==> src/rtl/mindy_job_launcher.sv <==
// Job launcher: accepts a job, sequences core reset, settle and start, reports status.
// Optional watchdog on WAIT_DONE enabled with `define MINDY_JOB_WATCHDOG_EN.
module mindy_job_launcher #(
    parameter int ID_W           = 8,
    parameter int SETTLE_CYCLES  = 4,
    parameter int ASSERT_TIMEOUT = 8
) (
    input  logic            clk,
    input  logic            reset,
    input  logic            job_valid,
    output logic            job_ready,
    input  logic [ID_W-1:0] job_id,
    output logic            new_job,
    input  logic            core_resetn,
    output logic            core_start,
    output logic [ID_W-1:0] core_job_id,
    input  logic            core_done,
    input  logic            core_error,
`ifdef MINDY_JOB_WATCHDOG_EN
    input  logic [31:0]     watchdog_limit,
`endif
    output logic            rsp_valid,
    input  logic            rsp_ready,
    output logic [ID_W-1:0] rsp_id,
    output logic [1:0]      rsp_status,
    output logic            busy
);

    typedef enum logic [2:0] {
        IDLE,
        PULSE,
        WAIT_ASSERT,
        WAIT_RELEASE,
        SETTLE,
        START,
        WAIT_DONE,
        REPORT
    } state_e;

    localparam logic [7:0] SETTLE_N = 8'(SETTLE_CYCLES);
    localparam logic [7:0] ASSERT_N = 8'(ASSERT_TIMEOUT);

    state_e          state_q, state_d;
    logic [7:0]      cnt_q, cnt_d, cnt_inc;
    logic [ID_W-1:0] core_job_id_q, core_job_id_d;
    logic [ID_W-1:0] rsp_id_q, rsp_id_d;
    logic [1:0]      rsp_status_q, rsp_status_d;
    logic            job_ready_q, job_ready_d;
    logic            new_job_q, new_job_d;
    logic            core_start_q, core_start_d;
    logic            rsp_valid_q, rsp_valid_d;
    logic            busy_q, busy_d;
`ifdef MINDY_JOB_WATCHDOG_EN
    logic [31:0]     wd_q, wd_d, wd_inc;
`endif

    assign cnt_inc = (cnt_q == 8'hFF) ? cnt_q : cnt_q + 8'd1;
`ifdef MINDY_JOB_WATCHDOG_EN
    assign wd_inc  = (wd_q == 32'hFFFF_FFFF) ? wd_q : wd_q + 32'd1;
`endif

    always_comb begin
        state_d       = state_q;
        cnt_d         = cnt_q;
        core_job_id_d = core_job_id_q;
        rsp_id_d      = rsp_id_q;
        rsp_status_d  = rsp_status_q;
`ifdef MINDY_JOB_WATCHDOG_EN
        wd_d          = wd_q;
`endif
        unique case (state_q)
            IDLE: begin
                if (job_valid && job_ready_q) begin
                    core_job_id_d = job_id;
                    state_d       = PULSE;
                end
            end
            PULSE: begin
                cnt_d   = 8'd0;
                state_d = WAIT_ASSERT;
            end
            WAIT_ASSERT: begin
                if (!core_resetn) begin
                    state_d = WAIT_RELEASE;
                end else begin
                    cnt_d = cnt_inc;
                    if (cnt_inc == ASSERT_N) begin
                        state_d      = REPORT;
                        rsp_id_d     = core_job_id_q;
                        rsp_status_d = 2'b10;
                    end
                end
            end
            WAIT_RELEASE: begin
                if (core_resetn) begin
                    cnt_d   = 8'd0;
                    state_d = SETTLE;
                end
            end
            SETTLE: begin
                // A drop restarts the whole settle interval from release.
                if (!core_resetn) begin
                    state_d = WAIT_RELEASE;
                end else begin
                    cnt_d = cnt_inc;
                    if (cnt_inc == SETTLE_N) begin
                        state_d = START;
                    end
                end
            end
            START: begin
`ifdef MINDY_JOB_WATCHDOG_EN
                wd_d    = 32'd0;
`endif
                state_d = WAIT_DONE;
            end
            WAIT_DONE: begin
`ifdef MINDY_JOB_WATCHDOG_EN
                wd_d = wd_inc;
`endif
                if (core_done) begin
                    state_d      = REPORT;
                    rsp_id_d     = core_job_id_q;
                    rsp_status_d = {1'b0, core_error};
                end else if (!core_resetn) begin
                    state_d      = REPORT;
                    rsp_id_d     = core_job_id_q;
                    rsp_status_d = 2'b01;
                end
`ifdef MINDY_JOB_WATCHDOG_EN
                else if (watchdog_limit != 32'd0 && wd_inc == watchdog_limit) begin
                    state_d      = REPORT;
                    rsp_id_d     = core_job_id_q;
                    rsp_status_d = 2'b11;
                end
`endif
            end
            REPORT: begin
                if (rsp_ready) begin
                    state_d = IDLE;
                end
            end
            default: state_d = IDLE;
        endcase

        job_ready_d  = (state_d == IDLE);
        new_job_d    = (state_d == PULSE);
        core_start_d = (state_d == START);
        rsp_valid_d  = (state_d == REPORT);
        busy_d       = (state_d != IDLE);
    end

    always_ff @(posedge clk) begin
        if (reset) begin
            state_q       <= IDLE;
            cnt_q         <= 8'd0;
            core_job_id_q <= '0;
            rsp_id_q      <= '0;
            rsp_status_q  <= 2'b00;
            job_ready_q   <= 1'b1;
            new_job_q     <= 1'b0;
            core_start_q  <= 1'b0;
            rsp_valid_q   <= 1'b0;
            busy_q        <= 1'b0;
`ifdef MINDY_JOB_WATCHDOG_EN
            wd_q          <= 32'd0;
`endif
        end else begin
            state_q       <= state_d;
            cnt_q         <= cnt_d;
            core_job_id_q <= core_job_id_d;
            rsp_id_q      <= rsp_id_d;
            rsp_status_q  <= rsp_status_d;
            job_ready_q   <= job_ready_d;
            new_job_q     <= new_job_d;
            core_start_q  <= core_start_d;
            rsp_valid_q   <= rsp_valid_d;
            busy_q        <= busy_d;
`ifdef MINDY_JOB_WATCHDOG_EN
            wd_q          <= wd_d;
`endif
        end
    end

    assign job_ready   = job_ready_q;
    assign new_job     = new_job_q;
    assign core_start  = core_start_q;
    assign core_job_id = core_job_id_q;
    assign rsp_valid   = rsp_valid_q;
    assign rsp_id      = rsp_id_q;
    assign rsp_status  = rsp_status_q;
    assign busy        = busy_q;

endmodule

==> config.mk <==
export PLATFORM = sky130hd
export DESIGN_NAME = mindy_job_launcher
export DESIGN_NICKNAME = d
export VERILOG_FILES = /design/src/rtl/mindy_job_launcher.sv
export SDC_FILE = /design/constraint.sdc
export NUM_CORES = 1
export LEC_CHECK = 0
export BUFFER_PORTS_ARGS = -buffer_cell sky130_fd_sc_hd__buf_2
export CORE_MARGIN = 2
export CORE_UTILIZATION = 31
export CTS_CLUSTER_SIZE = 8
export DETAILED_ROUTE_END_ITERATION = 8
export GPL_TIMING_DRIVEN = 0
export PLACE_DENSITY = 0.53
export SLEW_MARGIN = 15
export SYNTH_ARGS = -nofsm -noshare
export SYNTH_HDL_FRONTEND = slang
export SYNTH_SLANG_ARGS = --single-unit
==> constraint.sdc <==
create_clock -name clk -period 4.22 [get_ports clk]
set_clock_uncertainty 0.2 [all_clocks]
set_input_delay 0.211 -clock clk [delete_from_list [all_inputs] [get_ports clk]]
set_output_delay 0.211 -clock clk [all_outputs]
set_load 0.01 [all_outputs]
==> results.toml <==
[critical_path]
path_buf_inv = 2
worst_setup_path_start_kind = "flip-flop"
crit_family = "simple AND/OR/NAND/NOR gates"
path_depth = 9
critPathSlowestCell = "dfxtp_1"
r2r_slack_ps = 1460
cp_cell_sequence = "ha_1 -> and4_1 -> buf_4 -> and4_4 -> o22ai_4 -> or4_4 -> buf_6 -> a21oi_2 -> nor3_1"
end_kind = "flip-flop"
crit_fanout = 9
required_ps = 4180
cp.arrival_ps = 2720
reg2regPathDepth = 9
worstSetupPathType = "flip-flop to flip-flop"
max_stage_delay_ps = 530

[global_route]
grt_usage_pct = 16.2
grt_pass1_vias = 1629
antenna_found_initial = 0
grt_pass1_wl_mm = 8.11
grt_max_degree = 13
overflow = 0

[sta]
fin_tns_setup_ps = 0
setup_viol = 0
grt_setup_unrepaired = "false"
fin_crit_sh_pct = 65.4
max_freq_mhz = 362
finalHoldViolCount = 0
tightest_slew_ps = 621
slew_headroom_pct = 58.4
period_minus_slack_ps = 2760
hold_slack_ps = 21.3
slew_viol_final = 0

[clock_network]
numCtsBuffers = 5
clkTransAtPathRegs_ps = 80
postCtsResizedCells = 0
cts_sinks = 34
cts_setup_buffers = 0
htree_levels = 2
root_buffer = "clkbuf_8"
clk_path_buf_depth = 2
cts_hold_buf = 8
cts_tree = "done"
clk_latency_ps = 290

[final_layout]
area_delta_synth_final_pct = 26.4
nNetsFinal = 294
finish.utilization_pct = 40.7
diodes = 0
final_cell_area_sq_um = 2240
drive_gt1_share_pct = 21.5

[power_and_ir_drop]
power_uw = 852
ir_drop_mv = 0.108
leakagePower_uw = 0.000853
power_density_nw_per_um2 = 380

[logic_synthesis]
synth-seq-cells = 34
synth-edff-count = 0
yosysTopAreaCell = "dfxtp_1"
synthTopCellsByArea = "dfxtp_1 (38%), a21oi_1 (7.9%), nand2_1 (6.3%), o21ai_0 (4.5%), nor2_1 (4.2%)"
yosysWarnings = 0
synth_most_common_cell = "dfxtp_1"
netlist_area_sq_um = 1770
ys_types = 48
dominantRegCellSynth = "dfxtp_1"
ys_seq_area_share_pct = 38.4
syn_avg_cell_area_sq_um = 7.85
synth_top_area_share_pct = 38.4
synth_fp_nets = 242
synth_common_cells = "dfxtp_1 (34), nand2_1 (30), a21oi_1 (28)"
synthArstFlopShare_pct = 0
netlist_instances = 226

[die]
dieWidth_um = 79.7
start_util_pct = 32.2
core-area_sq_um = 5510
rows = 27
fp.dieH_um = 79.7
pin_count = 38
dieArea_sq_um = 6340

[placement]
io_buffers = 37
place_hpwl_mm = 3.35
gp_congestion = 0.844
place_area_sq_um = 2050

[min_path]
min_path_type = "input pin to flip-flop"
holdPathStages = 3

[routing]
drt-wirelength-per-cell_um = 13.4
drtIter0Drc = 103
vias = 1817
postRouteWirelength_mm = 4.70
firstDrtPassIters = 4
drc = 0
vias_per_cell = 5.18
ant_nets = 0

[status]
status = "complete, no violations"

[job]
max-cap-violations = 0
[flip-flops by register name, summed over array words and instances (netlist names)]
name / cells
cnt_q: 8
core_job_id: 8
rsp_id: 8
state_q: 3
rsp_status: 2
busy: 1
core_start: 1
job_ready: 1
new_job: 1
rsp_valid: 1
[power breakdown]
group	switching (uW)	total, uW	internal [uW]	leakage, uW
logic	119	186	66.9	0.000526
clock network	131	307	176	0.0000504
registers	14.7	358	344	0.000276
[cells in the final DEF, fill, tap and decap left out, types with 6 or more instances in the layout]
cell	n
dfxtp_1	34
a21oi_1	28
nand2_1	30
nor3_1	6
clkbuf_1	9
o21ai_0	16
o21ai_1	6
nand3_1	13
buf_2	38
nor2_1	20
dlygate4sd3_1	8
[cell type report]
type,instances,area [sq um]
clock buffer,5,68.8
fill,599,3260
multi-input combinational,172,995
tap,72,90.1
inverter,5,18.8
sequential,34,681
buffer,15,80.1
clock inverter,3,45.0
timing repair buffer,45,265
[metrics by stage]
step / setup slack [ps] / cells
detailed placement: 1480 / 335
floorplan: 1680 / 226
finish: 1460 / 351
global route: 1240 / 351
CTS: 1440 / 351
global placement: 1470 / 335
[cell families (layout without fill, tap and decap cells)]
family                   after synthesis  in the layout  share of synthesized area, %
buffers and inverters                 20             73                          5.57
XOR/XNOR                               2              2                         0.987
AND/OR/NAND/NOR                       96             96                          28.9
flip-flops                            34             34                          38.4
AO/OA/AOI/OAI                         73             73                          25.5
adder cells (fa/ha/maj)                1              1                         0.705
[worst register-to-register path, delay by kind of cell, from the launching register on]
family / cells / cell delay [ps]
simple gates: 4 / 1050
buf+inv: 2 / 300
fa+ha+maj: 1 / 340
flops: 1 / 530
compound gates: 2 / 220
[path summary, 6_finish.rpt]
path                               start                         end
setup / recovery   cnt_q[1]$_SDFFE_PP0P_  rsp_status[0]$_SDFFE_PP0P_
hold / removal                core_error  rsp_status[0]$_SDFFE_PP0P_
setup reg to reg   cnt_q[1]$_SDFFE_PP0P_  rsp_status[0]$_SDFFE_PP0P_
hold reg to reg   rsp_id[2]$_SDFFE_PP0P_      rsp_id[2]$_SDFFE_PP0P_
[routing by layer]
| metal | wire [um] | GRT usage, % |
|---|---|---|
| met4 | 27 | 5.86 |
| met2 | 2170 | 24.6 |
| met5 | 0 | 0 |
| met1 | 2240 | 22.4 |
| met3 | 268 | 3.73 |
No activity file was read; power rests on OpenSTA's default activity.
